### src/rtl/lvds_capture_ctrl.sv
`default_nettype none
// ============================================================================
// Module   : lvds_capture_ctrl
// Purpose  : Capture sequencer for the A1100 LVDS receive path. Powers the
//            sensor up (RST_A, then RST_D), opens fixed-length capture windows
//            that gate FIFO writes, defers windows on FIFO near-full and
//            counts frames up to a programmed total.
// Options  : LVDS_CTRL_DROP_CNT_EN - when defined, a near-full FIFO at ARMED
//            skips that window and counts it in drop_cnt; when undefined the
//            sequencer waits in ARMED instead and drop_cnt reads 0.
// Revision : 1.0 - initial release
// ============================================================================
module lvds_capture_ctrl #(
  parameter int CNT_W    = 16,
  parameter int T_RST    = 1000,
  parameter int T_A2D    = 500,
  parameter int T_SETTLE = 2000,
  parameter int WIN_LEN  = 513,
  parameter int GAP_LEN  = 64
) (
  input  logic             clk,
  input  logic             rst,
  input  logic             start,
  input  logic             stop,
  input  logic [CNT_W-1:0] num_frames,
  input  logic             fifo_prog_full,
  input  logic             fifo_overflow,
  output logic             RST_A,
  output logic             RST_D,
  output logic             cap_en,
  output logic             frame_start,
  output logic             busy,
  output logic             done,
  output logic [CNT_W-1:0] frame_cnt,
  output logic             overflow_stky,
  output logic [CNT_W-1:0] drop_cnt
);

  // Shared timer must hold the longest state duration minus one.
  localparam int MAX_1 = (T_RST > T_A2D) ? T_RST : T_A2D;
  localparam int MAX_2 = (MAX_1 > T_SETTLE) ? MAX_1 : T_SETTLE;
  localparam int MAX_3 = (MAX_2 > WIN_LEN) ? MAX_2 : WIN_LEN;
  localparam int MAX_T = (MAX_3 > GAP_LEN) ? MAX_3 : GAP_LEN;
  localparam int TMR_W = (MAX_T > 1) ? $clog2(MAX_T) : 1;

  localparam logic [TMR_W-1:0] TMR_ONE = TMR_W'(1);
  localparam logic [CNT_W-1:0] CNT_ONE = CNT_W'(1);

  typedef enum logic [2:0] {
    IDLE     = 3'd0,
    RST_HOLD = 3'd1,
    A_REL    = 3'd2,
    D_SETTLE = 3'd3,
    ARMED    = 3'd4,
    CAPTURE  = 3'd5,
    GAP      = 3'd6,
    DONE     = 3'd7
  } state_t;

  state_t           state;
  state_t           nxt;
  logic [TMR_W-1:0] tmr;
  logic [TMR_W-1:0] tmr_load;
  logic [CNT_W-1:0] num_lat;
  logic [CNT_W-1:0] cnt_inc;
  logic             stop_pend;
  logic             tmr_zero;
  logic             last_frame;
  logic             start_ok;

  // Next-state decision; stop aborts everywhere except mid-window.
  always_comb begin
    cnt_inc    = frame_cnt + CNT_ONE;
    tmr_zero   = (tmr == '0);
    last_frame = (num_lat != '0) && (cnt_inc == num_lat);
    nxt        = state;
    case (state)
      IDLE:     if (start && !stop) nxt = RST_HOLD;
      RST_HOLD: if (stop) nxt = IDLE; else if (tmr_zero) nxt = A_REL;
      A_REL:    if (stop) nxt = IDLE; else if (tmr_zero) nxt = D_SETTLE;
      D_SETTLE: if (stop) nxt = IDLE; else if (tmr_zero) nxt = ARMED;
      ARMED: begin
        if (stop)                 nxt = IDLE;
        else if (!fifo_prog_full) nxt = CAPTURE;
`ifdef LVDS_CTRL_DROP_CNT_EN
        else                      nxt = GAP;
`endif
      end
      CAPTURE: begin
        if (tmr_zero) begin
          if (last_frame)             nxt = DONE;
          else if (stop_pend || stop) nxt = IDLE;
          else                        nxt = GAP;
        end
      end
      GAP:      if (stop) nxt = IDLE; else if (tmr_zero) nxt = ARMED;
      DONE:     if (stop) nxt = IDLE; else if (start) nxt = ARMED;
      default:  nxt = IDLE;
    endcase
    start_ok = ((state == IDLE) && (nxt == RST_HOLD)) ||
               ((state == DONE) && (nxt == ARMED));
  end

  // Timer reload value: duration of the state being entered, minus one.
  always_comb begin
    tmr_load = '0;
    case (nxt)
      RST_HOLD: tmr_load = TMR_W'(T_RST - 1);
      A_REL:    tmr_load = TMR_W'(T_A2D - 1);
      D_SETTLE: tmr_load = TMR_W'(T_SETTLE - 1);
      CAPTURE:  tmr_load = TMR_W'(WIN_LEN - 1);
      GAP:      tmr_load = TMR_W'(GAP_LEN - 1);
      default:  tmr_load = '0;
    endcase
  end

  // State, timer, counters and outputs decoded from the next state so every output is a flop.
  always_ff @(posedge clk) begin
    if (rst) begin
      state         <= IDLE;
      tmr           <= '0;
      RST_A         <= 1'b0;
      RST_D         <= 1'b0;
      cap_en        <= 1'b0;
      frame_start   <= 1'b0;
      busy          <= 1'b0;
      done          <= 1'b0;
      num_lat       <= '0;
      frame_cnt     <= '0;
      overflow_stky <= 1'b0;
      stop_pend     <= 1'b0;
    end else begin
      state <= nxt;
      if (nxt != state)  tmr <= tmr_load;
      else if (!tmr_zero) tmr <= tmr - TMR_ONE;
      RST_A       <= (nxt != IDLE) && (nxt != RST_HOLD);
      RST_D       <= (nxt != IDLE) && (nxt != RST_HOLD) && (nxt != A_REL);
      cap_en      <= (nxt == CAPTURE);
      frame_start <= (nxt == CAPTURE) && (state != CAPTURE);
      busy        <= (nxt != IDLE) && (nxt != DONE);
      done        <= (nxt == DONE);
      if (start_ok) begin
        num_lat   <= num_frames;
        frame_cnt <= '0;
      end else if ((state == CAPTURE) && tmr_zero) begin
        frame_cnt <= cnt_inc;
      end
      // A same-cycle overflow wins over the clear on start.
      overflow_stky <= fifo_overflow | (overflow_stky & ~start_ok);
      // A stop seen mid-window is remembered until the window closes.
      stop_pend <= (state == CAPTURE) && (nxt == CAPTURE) && (stop_pend || stop);
    end
  end

`ifdef LVDS_CTRL_DROP_CNT_EN
  logic [CNT_W-1:0] drop_q;

  // Saturating count of windows skipped because the FIFO was near full.
  always_ff @(posedge clk) begin
    if (rst || start_ok) begin
      drop_q <= '0;
    end else if ((state == ARMED) && (nxt == GAP) && (drop_q != '1)) begin
      drop_q <= drop_q + CNT_ONE;
    end
  end

  assign drop_cnt = drop_q;
`else
  assign drop_cnt = '0;
`endif

endmodule
`default_nettype wire

### config.mk
export PLATFORM = sky130hd
export DESIGN_NAME = lvds_capture_ctrl
export DESIGN_NICKNAME = d
export VERILOG_FILES = /design/src/rtl/lvds_capture_ctrl.sv
export SDC_FILE = /design/constraint.sdc
export NUM_CORES = 1
export LEC_CHECK = 0
export CORE_ASPECT_RATIO = 2
export CORE_MARGIN = 2
export CORE_UTILIZATION = 53
export CTS_CLUSTER_SIZE = 20
export DETAILED_ROUTE_END_ITERATION = 7
export GPL_TIMING_DRIVEN = 0
export PLACE_DENSITY = 0.77
export SYNTH_ARGS = -nofsm -noshare
export SYNTH_HDL_FRONTEND = slang
export SYNTH_SLANG_ARGS = --single-unit
export TNS_END_PERCENT = 5
### constraint.sdc
create_clock -name clk -period 3.4 [get_ports clk]
set_input_delay 0.51 -clock clk [delete_from_list [all_inputs] [get_ports clk]]
set_output_delay 0.51 -clock clk [all_outputs]
set_load 0.02 [all_outputs]
==> run metrics <==
synthesized area per cell=8.384 sq um; share of synthesized cell area in full adder, half adder and majority cells=0.7315%; cell count of the worst reg-to-reg path=9; final-report hold violation count=0; final setup violation count=0; max cap viols=0; clock-pin slew on the worst setup and hold paths=0.07 ns; effective utilization at floorplan=54.66%; via/cell ratio=5.730; unrepaired setup endpoints after global routing=false; setup tns final=0 ns; Compound-Gate Fraction of Synth Area=13.97%; post-synthesis xor/xnor area fraction=9.473%; worst reg2reg startpoint=tmr[7]; CTS buffer count=5; endpoint arrival time on the critical path=~3.5 ns; Layout Nets=497; antenna diode count=0; post-CTS sizing=0; largest net degree at the start of global routing=17; combinational family with the most area after synthesis=simple AND/OR/NAND/NOR gates; achievable frequency=305.2 MHz; slew at the pin closest to its max-slew limit=between 0.7 and 0.8 ns; post-detail-place hpwl=7048 um; total number of vias=3,209; Final period util=96.36%; detailed router's first-iteration violation count=about 170; hold depth=2; Clock Path Buffers=2; total iterations of the first detailed-routing run=4; share of synthesized area spent on multiplexers=5.852%; x dimension of the die=~60 um; Final WS setup=0.1237 ns; reg-to-reg slack, setup=0.12 ns; critical path class=flip-flop to flip-flop; Synth warnings=0; wire length of the first global-routing pass=14,390 um; Max stage delay cell, worst path=nor4_2; Post-Syn Area=roughly 0.0034 sq mm; number of routed nets with antenna violations=0; final routed wire length divided by cell count=16.11 um; Pwr per Cell Area=roughly 500 mW/mm^2; number of distinct library cell variants in the gate-level netlist after synthesis=64; Port-buffer cells=43; number of synthesized flops with an enable pin=0; Max Transition Viols Final=0; DRT Wirelength=approximately 9000 um; hold crit path type=flip-flop to flip-flop; area of the placeable core=~0.0063 sq mm; final-layout fill cell count=560; ratio of cells with drive above 1 in the final layout=about 13%; Reg-to-Reg End=tmr[4]; post-route minimum period=3.276 ns; die area=0.007152 sq mm; die outline height=117.6 um; initial antenna violation count=0; simple logic cell fraction of the synthesized area=29.74%; portion of the post-synthesis area used by sequential elements=31.60%; area added between synthesis and finish=22.24%; total clock sinks=54; cells along the critical path=nor4_2 > nand3_1 > o21ai_1 > a21oi_1 > nand3b_1 > or3b_2 > buf_2 > nor4_1 > a31o_2; number of buffers inserted by post-CTS setup repair=0; CTS Root Cell=clkbuf_16; source of the worst hold timing path=num_lat[0]; Synth Flop Type=dfxtp_1; I/O Pins=between 60 and 70; proportion of register bits with asynchronous set or reset after synthesis=0%; pre-CTS WS=0.1143 ns; number of global-route vias before repair=3,157; startpoint kind of the worst setup timing path=flip-flop; total power of the final layout=0.002118 W; Total GRT Usage=26.35%; worst path required time=3.64 ns; cells after synthesis=408; final routed DRC violation total=0; Post-Route Skew=0.004300 ns; highest ir drop seen on vdd=560.9 uV; run status=complete, no violations; final weighted congestion in routability-driven placement=0.9602; largest stage delay on the critical path=roughly 0.57 ns; number of flip-flops and latches in the synthesized netlist=54; worst-case headroom to the max-slew limit=48.02%; remaining global-route overflow=0; Final Non-Filler Cells=560; launch point of the worst path=tmr[7]; Critical Path Sink Type=flip-flop; hold buffer count at CTS=0; clock tree from TritonCTS=done; Core Rows=41; placed insts=~550; later-pin clock latency in the skew report=0.29 ns; total number of H-tree levels=2; destination of the worst hold path=num_lat[0]; largest fanout on the critical path=10; total leakage power=1.649 nW
==> power breakdown <==
group	switching, W	total, W	internal [W]
sequential	0.000100	0.000816	0.000716
combinational	0.000393	0.000727	0.000335
clock	0.000227	0.000574	0.000348
==> stage by stage <==
step / cell area, sq um / hold WS (ns) / utilization [%]
3_3_place_gp: 4015 / 0.4856 / 64.15
2_1_floorplan: 3477 / 0.4622 / -
5_1_grt: 4182 / 0.5206 / 66.81
6_report: 4182 / 0.5014 / 66.81
4_1_cts: 4182 / 0.4991 / 66.81
3_5_place_dp: 4015 / 0.4882 / 64.15
==> critical path: cells and delay by family, from the launching register on <==
family / cells / cell delay, ns
buffers and inverters: 1 / 0.21
flip-flops: 1 / 0.37
AO/OA/AOI/OAI: 3 / 0.64
AND/OR/NAND/NOR: 5 / 2.01
==> routing by layer <==
layer,global-route usage [%],part of all wire [%]
met5,0,0
met4,18.61,7.0
met3,3.736,2.5
met2,47.65,55
met1,24.78,36
==> flip-flops by register name, indices dropped and copies added (netlist names), 3 cells and up <==
| signal | count |
|---|---|
| state | 3 |
| num_lat | 16 |
| tmr | 11 |
| frame_cnt | 16 |
==> how the worst max path moves through the flow <==
stage / cells past startpoint / end
2_1_floorplan: 10 / tmr[2]
5_1_grt: 11 / frame_cnt[11]
4_1_cts: 10 / num_lat[4]
3_5_place_dp: 11 / tmr[4]
6_report: 9 / tmr[4]
3_3_place_gp: 11 / tmr[4]
==> cells in the mapped netlist (2+ instances only) <==
| library cell | count | area, sq um |
|---|---|---|
| and4_1 | 5 | 43.79 |
| inv_1 | 10 | 37.54 |
| a21o_1 | 3 | 22.52 |
| buf_4 | 19 | 142.6 |
| o21ai_0 | 9 | 45.04 |
| a32o_1 | 3 | 30.03 |
| xor2_1 | 13 | 113.9 |
| a31o_2 | 4 | 35.03 |
| nor2_1 | 26 | 97.59 |
| nand3_1 | 8 | 40.04 |
| and2_1 | 2 | 12.51 |
| and3_1 | 5 | 31.28 |
| a211oi_1 | 2 | 15.01 |
| nor3_2 | 10 | 100.1 |
| buf_2 | 5 | 25.02 |
| clkbuf_1 | 14 | 52.55 |
| mux2i_1 | 20 | 200.2 |
| nor4_2 | 2 | 25.02 |
| nand2_1 | 42 | 157.7 |
| ha_1 | 2 | 25.02 |
| nor3_1 | 24 | 120.1 |
| dfxtp_1 | 54 | 1081 |
| o21ai_1 | 3 | 15.01 |
| nor4_1 | 10 | 62.56 |
| nand2b_1 | 17 | 106.4 |
| nor2b_1 | 6 | 37.54 |
| buf_6 | 3 | 33.78 |
| xnor2_1 | 24 | 210.2 |
| or3_1 | 2 | 12.51 |
| o31ai_1 | 4 | 30.03 |
| nand4_1 | 13 | 81.33 |
| a41oi_1 | 2 | 17.52 |
| a21oi_1 | 8 | 40.04 |
| o211ai_1 | 3 | 22.52 |
| o41ai_1 | 2 | 17.52 |
==> layout make-up <==
type	count	area (sq um)	share of cell area, %
plain buffers	41	254.0	6.074
clock buffers	6	128.9	3.082
clock inverters	2	37.54	0.8977
inverters	10	37.54	0.8977
multi-input cells	318	2105	50.33
flip-flops and latches	54	1081	25.85
well taps	86	107.6	2.573
repair buffers	43	430.4	10.29
==> cell families after synthesis <==
logic type	Yosys count
compound gates	62
xor+xnor	37
buf+inv	51
simple gates	181
mux	20
other cells	1
flops	54
fa+ha+maj	2
==> layout by cell type, fill, tap and decap left out, drive strengths merged, types with 4 or more instances in the layout <==
master / n
nor2: 27
nand2: 42
dfxtp: 54
nor2b: 6
and4: 5
a31o: 4
conb: 16
buf: 27
nor4: 12
nand4: 13
xor2: 13
nand2b: 17
nor3: 34
mux2i: 20
clkdlybuf4s50: 43
and3: 5
a21oi: 9
inv: 10
clkbuf: 20
nand3: 8
xnor2: 24
o31ai: 4
o21ai: 12
No activity file was read; power rests on OpenSTA's default activity.
